[config.mk]
export PLATFORM = sky130hd
export DESIGN_NAME = store_align_unit
export DESIGN_NICKNAME = d
export VERILOG_FILES = /design/src/rtl/riscv_mem_pkg.sv /design/src/rtl/store_lane_shift.sv /design/src/rtl/store_align_unit.sv
export SDC_FILE = /design/constraint.sdc
export NUM_CORES = 1
export LEC_CHECK = 0
export ABC_AREA = 1
export BUFFER_PORTS_ARGS = -buffer_cell sky130_fd_sc_hd__buf_2
export CAP_MARGIN = 20
export CORE_ASPECT_RATIO = 1.2
export CORE_MARGIN = 4
export CORE_UTILIZATION = 50
export CTS_CLUSTER_DIAMETER = 50
export DETAILED_ROUTE_END_ITERATION = 10
export PLACE_DENSITY = 0.83
export SLEW_MARGIN = 30
export SYNTH_ARGS = -nofsm -noshare
export SYNTH_HDL_FRONTEND = slang
export SYNTH_SLANG_ARGS = --single-unit
[constraint.sdc]
create_clock -name clk -period 4.6 [get_ports clk]
set_input_delay 0.23 -clock clk [delete_from_list [all_inputs] [get_ports clk]]
set_output_delay 0.23 -clock clk [all_outputs]
set_load 0.01 [all_outputs]
[src/rtl/riscv_mem_pkg.sv]
// Shared memory-access definitions: store size encodings, store FSM states and
// the size-to-byte-enable mapping.
package riscv_mem_pkg;

  typedef enum logic [1:0] {
    SIZE_BYTE = 2'b00,
    SIZE_HALF = 2'b01,
    SIZE_WORD = 2'b10,
    SIZE_ILL  = 2'b11
  } mem_size_e;

  typedef enum logic [1:0] {
    IDLE  = 2'b00,
    BEAT0 = 2'b01,
    BEAT1 = 2'b10,
    ERR   = 2'b11
  } store_state_e;

  function automatic logic [3:0] size_mask(input mem_size_e size);
    logic [3:0] mask;
    case (size)
      SIZE_BYTE: mask = 4'b0001;
      SIZE_HALF: mask = 4'b0011;
      SIZE_WORD: mask = 4'b1111;
      default:   mask = 4'b0000;
    endcase
    return mask;
  endfunction

endpackage

[src/rtl/store_lane_shift.sv]
// Combinational lane placement of store data and byte enables across a
// two-word window; the upper word is non-zero only for misaligned stores.
module store_lane_shift
  import riscv_mem_pkg::*;
(
  input  logic [31:0] data_i,
  input  logic [1:0]  offset_i,
  input  mem_size_e   size_i,
  output logic [31:0] lo_data_o,
  output logic [31:0] hi_data_o,
  output logic [3:0]  lo_be_o,
  output logic [3:0]  hi_be_o,
  output logic        misaligned_o
);

  logic [63:0] wide_s;
  logic [7:0]  be_wide_s;

  // Shift data by whole bytes and enables by lanes into a 64-bit window
  always_comb begin
    wide_s       = {32'd0, data_i} << {offset_i, 3'b000};
    be_wide_s    = {4'd0, size_mask(size_i)} << offset_i;
    lo_data_o    = wide_s[31:0];
    hi_data_o    = wide_s[63:32];
    lo_be_o      = be_wide_s[3:0];
    hi_be_o      = be_wide_s[7:4];
    misaligned_o = |be_wide_s[7:4];
  end

endmodule

[src/rtl/store_align_unit.sv]
// Store alignment unit: turns a sized store into one or two word-aligned
// memory write beats. Define STORE_MISALIGN_SPLIT_EN to split misaligned
// stores into two beats; otherwise they are rejected with misalign_err.
module store_align_unit
  import riscv_mem_pkg::*;
#(
  parameter int ADDR_W = 32
) (
  input  logic              clk,
  input  logic              rst,
  input  logic              req_valid,
  output logic              req_ready,
  input  logic [ADDR_W-1:0] req_addr,
  input  logic [31:0]       req_data,
  input  logic [1:0]        req_size,
  output logic              mem_valid,
  input  logic              mem_ready,
  output logic [ADDR_W-1:0] mem_addr,
  output logic [31:0]       mem_wdata,
  output logic [3:0]        mem_be,
  output logic              done,
  output logic              misalign_err
);

  store_state_e      state_q, state_d;
  logic              ready_q, ready_d;
  logic              valid_q, valid_d;
  logic [ADDR_W-1:0] addr_q, addr_d;
  logic [31:0]       wdata_q, wdata_d;
  logic [3:0]        be_q, be_d;
  logic [31:0]       hi_data_q, hi_data_d;
  logic [3:0]        hi_be_q, hi_be_d;
  logic              split_q, split_d;
  logic              done_q, done_d;
  logic              err_q, err_d;

  mem_size_e         size_s;
  logic [31:0]       lo_data_s, hi_data_s;
  logic [3:0]        lo_be_s, hi_be_s;
  logic              misaligned_s;
  logic [ADDR_W-1:0] word_addr_s;

  assign size_s      = mem_size_e'(req_size);
  assign word_addr_s = {req_addr[ADDR_W-1:2], 2'b00};

  store_lane_shift u_shift (
    .data_i       (req_data),
    .offset_i     (req_addr[1:0]),
    .size_i       (size_s),
    .lo_data_o    (lo_data_s),
    .hi_data_o    (hi_data_s),
    .lo_be_o      (lo_be_s),
    .hi_be_o      (hi_be_s),
    .misaligned_o (misaligned_s)
  );

  // Next-state and next-output decode for the store FSM
  always_comb begin
    state_d   = state_q;
    valid_d   = valid_q;
    addr_d    = addr_q;
    wdata_d   = wdata_q;
    be_d      = be_q;
    hi_data_d = hi_data_q;
    hi_be_d   = hi_be_q;
    split_d   = split_q;
    done_d    = 1'b0;
    err_d     = 1'b0;

    case (state_q)
      IDLE: begin
        if (req_valid) begin
          if (size_s == SIZE_ILL) begin
            state_d = ERR;
            err_d   = 1'b1;
          end else if (misaligned_s) begin
`ifdef STORE_MISALIGN_SPLIT_EN
            state_d   = BEAT0;
            valid_d   = 1'b1;
            addr_d    = word_addr_s;
            wdata_d   = lo_data_s;
            be_d      = lo_be_s;
            hi_data_d = hi_data_s;
            hi_be_d   = hi_be_s;
            split_d   = 1'b1;
`else
            state_d = ERR;
            err_d   = 1'b1;
`endif
          end else begin
            state_d   = BEAT0;
            valid_d   = 1'b1;
            addr_d    = word_addr_s;
            wdata_d   = lo_data_s;
            be_d      = lo_be_s;
            hi_data_d = 32'd0;
            hi_be_d   = 4'd0;
            split_d   = 1'b0;
          end
        end else begin
          state_d = IDLE;
        end
      end
      BEAT0: begin
        if (mem_ready && split_q) begin
          // Address increment wraps naturally at 2^ADDR_W
          state_d = BEAT1;
          addr_d  = addr_q + ADDR_W'(32'd4);
          wdata_d = hi_data_q;
          be_d    = hi_be_q;
        end else if (mem_ready) begin
          state_d = IDLE;
          valid_d = 1'b0;
          wdata_d = 32'd0;
          be_d    = 4'd0;
          done_d  = 1'b1;
        end else begin
          state_d = BEAT0;
        end
      end
      BEAT1: begin
        if (mem_ready) begin
          state_d = IDLE;
          valid_d = 1'b0;
          wdata_d = 32'd0;
          be_d    = 4'd0;
          split_d = 1'b0;
          done_d  = 1'b1;
        end else begin
          state_d = BEAT1;
        end
      end
      ERR: begin
        state_d = IDLE;
      end
      default: begin
        state_d = IDLE;
        valid_d = 1'b0;
        wdata_d = 32'd0;
        be_d    = 4'd0;
        split_d = 1'b0;
      end
    endcase

    ready_d = (state_d == IDLE);
  end

  // State and output registers; reset abandons any in-flight store
  always_ff @(posedge clk or posedge rst) begin
    if (rst) begin
      state_q   <= IDLE;
      ready_q   <= 1'b1;
      valid_q   <= 1'b0;
      addr_q    <= '0;
      wdata_q   <= 32'd0;
      be_q      <= 4'd0;
      hi_data_q <= 32'd0;
      hi_be_q   <= 4'd0;
      split_q   <= 1'b0;
      done_q    <= 1'b0;
      err_q     <= 1'b0;
    end else begin
      state_q   <= state_d;
      ready_q   <= ready_d;
      valid_q   <= valid_d;
      addr_q    <= addr_d;
      wdata_q   <= wdata_d;
      be_q      <= be_d;
      hi_data_q <= hi_data_d;
      hi_be_q   <= hi_be_d;
      split_q   <= split_d;
      done_q    <= done_d;
      err_q     <= err_d;
    end
  end

  assign req_ready    = ready_q;
  assign mem_valid    = valid_q;
  assign mem_addr     = addr_q;
  assign mem_wdata    = wdata_q;
  assign mem_be       = be_q;
  assign done         = done_q;
  assign misalign_err = err_q;

endmodule
==> run metrics <==
critical path peak fanout=39; Cells after Synth=slightly above 700; # rows=38; Die Width=between 90 and 100 um; max incr delay on CP=around 0.58 ns; Period minus WS final=roughly 2.5 ns; RSZ-0062 raised after global routing=no; critical path's slowest cell=nor2_8; P_leak=0.00304 uW; register area share after synthesis=0.391; # IOs=between 100 and 150; ranking of synthesized cells by area=dfrtp_1 38%, nand2_1 25%, nor2_1 8.4%, inv_1 4.4%, nand3_1 3.9%; Hold Violations, Final=0; Port Buf Inserts=around 140; CP Cell Sequence=inv_1 -> ha_1 -> a21oi_1 -> a21oi_1 -> nand2_2 -> nor2_8 -> nand2_1 -> nand2_1; GR Util All Layers=0.235; post-synth top area share=0.385; layout net count=912; Avg Cell Area, Syn=approximately 6.5 um^2; Int Pwr=roughly 1800 uW; Starting Density=0.511; Clock transition at path regs=about 0.080 ns; Crit Path Class=register to register; Worst-Skew Late Latency=approximately 0.35 ns; Max Buffers Root-to-Sink=2; die area=10800 um^2; routed len/inst=13.0 um; routed vias=approximately 4900; worst endpoint required time=approximately 4.9 ns; fin crit share=0.547; status=finished, final reports clean; register area=between 1500 and 2000 um^2; layout cell share with drive strength beyond 1=0.198; Die Y=between 100 and 150 um; largest net degree at the start of global routing=between 70 and 80; Clk network pwr share=0.184; combinational power share=0.458; drt first pass iters=5; Post-CTS Resized=0; area leader, netlist=dfrtp_1; Worst Tran Pin Value=approximately 0.90 ns; global route overflow=0; sw frac=0.444; first-pass GRT wire length=approximately 20000 um; P_sw=between 1000 and 1500 uW; CP delay by family, top=simple AND/OR/NAND/NOR gates; Max VDD drop=between 0.2 and 0.3 mV; Mapped Area=4620 um^2; Post-CTS Hold Buffers=0; crit path launch type=register; cell area power density=597 nW/um^2; CTS Buf Count=9; vias per inst=5.06; worst setup path startpoint=state_q[0]; Worst setup EP type=register; CTS tree=built; Core Area=around 9000 um^2; H-Tree Depth=3; Rel. slew slack=0.400; total negative slack=0 ns; # DRC=0; clock root cell=clkbuf_8; Max Slew Vio Count=0; DP HPWL=around 9200 um; final setup margin=approximately 2.1 ns; vias in the first global route=4552; Cell variety after synth=34; Starting DRT DRC Count=204; HP Class=input port to asynchronous set/reset pin; Detailed Route WL=between 10000 and 15000 um; Max Cap Violations=0; global placement routability congestion=0.955; final worst clock skew=roughly 0.0084 ns; Post-DRT Antenna Nets=0; sequential power share=0.358; Highest Clock Rate=approximately 0.40 GHz; #FFs+latches synth=72; synth-to-layout area growth=20.1%; fill cell count=911; start of the worst register-to-register path=state_q[0]; multi-input logic area=roughly 2400 um^2; CP Data Arrival Time=about 2.8 ns; antenna violations before repair=0; Place WS=1.86 ns; # diodes=0; Final setup viols=0; Syn. warnings=0; CTS sink count=72; CP Buf/Inv Count=1; post-CTS setup buffers=0
[worst min-delay path: stages]
cell and delay (ns):
buf_2 0.10, inv_2 0.04, buf_6 0.51
[worst paths after layout]
| path | endpoint | slack, ns | cells after the start |
|---|---|---|---|
| worst max-delay path | mem_wdata[25] | 2.09 | 8 |
| worst min-delay path | mem_addr[4] | 0.04 | 3 |
| worst max register to register | mem_wdata[25] | 2.09 | 8 |
| worst min register to register | mem_wdata[0] | 0.48 | 2 |
| max in group asynchronous | mem_addr[31] | 4.10 | 3 |
| min in group clk | state_q[0] | 0.11 | 2 |
[power by group through the flow]
stage / Combinational, uW / Sequential, uW / Clock, uW
2_1_floorplan: 965 / 1270 / 0
3_3_place_gp: 1490 / 1190 / 0
3_5_place_dp: 1530 / 1180 / 0
4_1_cts: 1530 / 1180 / 618
5_1_grt: 1720 / 1230 / 645
6_report: 1520 / 1180 / 609
[routing by layer]
layer / track usage / routed length, um / vias to the layer above
met5: 0 / 0 / -
met4: 0.110 / 382 / 0
met3: 0.0386 / 892 / 24
met2: 0.406 / 6170 / 186
met1: 0.280 / 5010 / 2175
li1: - / - / 2468
[sequential cells by signal, summed over array words and instances, names as in the netlist]
register      cells
mem_addr         30
state_q           2
req_ready         1
misalign_err      1
mem_wdata        32
mem_valid         1
done              1
mem_be            4
[final cells by class]
class                           count  area share
Sequential cell                    72       0.325
Clock inverter                      3      0.0162
Clock buffer                       13      0.0269
Timing Repair Buffer              142       0.130
Tap cell                          120      0.0271
Inverter                           58      0.0393
Multi-Input combinational cell    552       0.435
[synth_stat cells, drive strengths merged]
| library cell | count |
|---|---|
| o32ai | 2 |
| buf | 21 |
| a22oi | 8 |
| ha | 7 |
| o31ai | 3 |
| a31oi | 1 |
| dfstp | 1 |
| nand2 | 304 |
| and2 | 1 |
| clkbuf | 12 |
| o21a | 1 |
| nand3b | 1 |
| a21oi | 31 |
| a32oi | 6 |
| conb | 1 |
| nand3 | 36 |
| inv | 57 |
| xnor2 | 3 |
| o21ai | 34 |
| clkinv | 1 |
| dfrtp | 71 |
| nor2 | 105 |
| nor3 | 4 |
| o21bai | 1 |
| or2 | 2 |
[cell families after synthesis]
logic type                 share of synthesized area
AOI/OAI and AO/OA                              0.109
xor gates and xnor gates                     0.00569
adders and majority gates                     0.0190
buffers and inverters                         0.0876
DFF                                            0.391
other                                       0.000812
and+or+nand+nor                                0.387
[metrics by stage]
step	area [um^2]	hold slack, ns	utilization	std cells	total power, uW
after global routing	5540	0.103	0.614	960	3590
after global placement	5300	0.458	0.587	944	2680
after floorplan	4620	0.334	-	715	2240
after detailed placement	5300	0.460	0.587	944	2710
final	5540	0.0400	0.614	960	3310
after CTS	5540	0.0970	0.613	960	3330
[cell usage in the layout (no fill, tap or decap), types with 2 or more instances in the layout]
| master | count |
|---|---|
| nand2_1 | 303 |
| buf_2 | 139 |
| nor2_1 | 103 |
| dfrtp_1 | 71 |
| inv_1 | 53 |
| nand3_1 | 36 |
| a21oi_1 | 31 |
| o21ai_0 | 28 |
| clkbuf_8 | 10 |
| a22oi_1 | 8 |
| ha_1 | 7 |
| a32oi_1 | 6 |
| o21ai_1 | 5 |
| inv_2 | 4 |
| nor3_1 | 4 |
| o31ai_1 | 3 |
| xnor2_1 | 3 |
| clkbuf_1 | 3 |
| bufinv_16 | 3 |
| o32ai_1 | 2 |
| or2_2 | 2 |
| conb_1 | 2 |
| buf_4 | 2 |
Power figures use the tool's default switching activity.
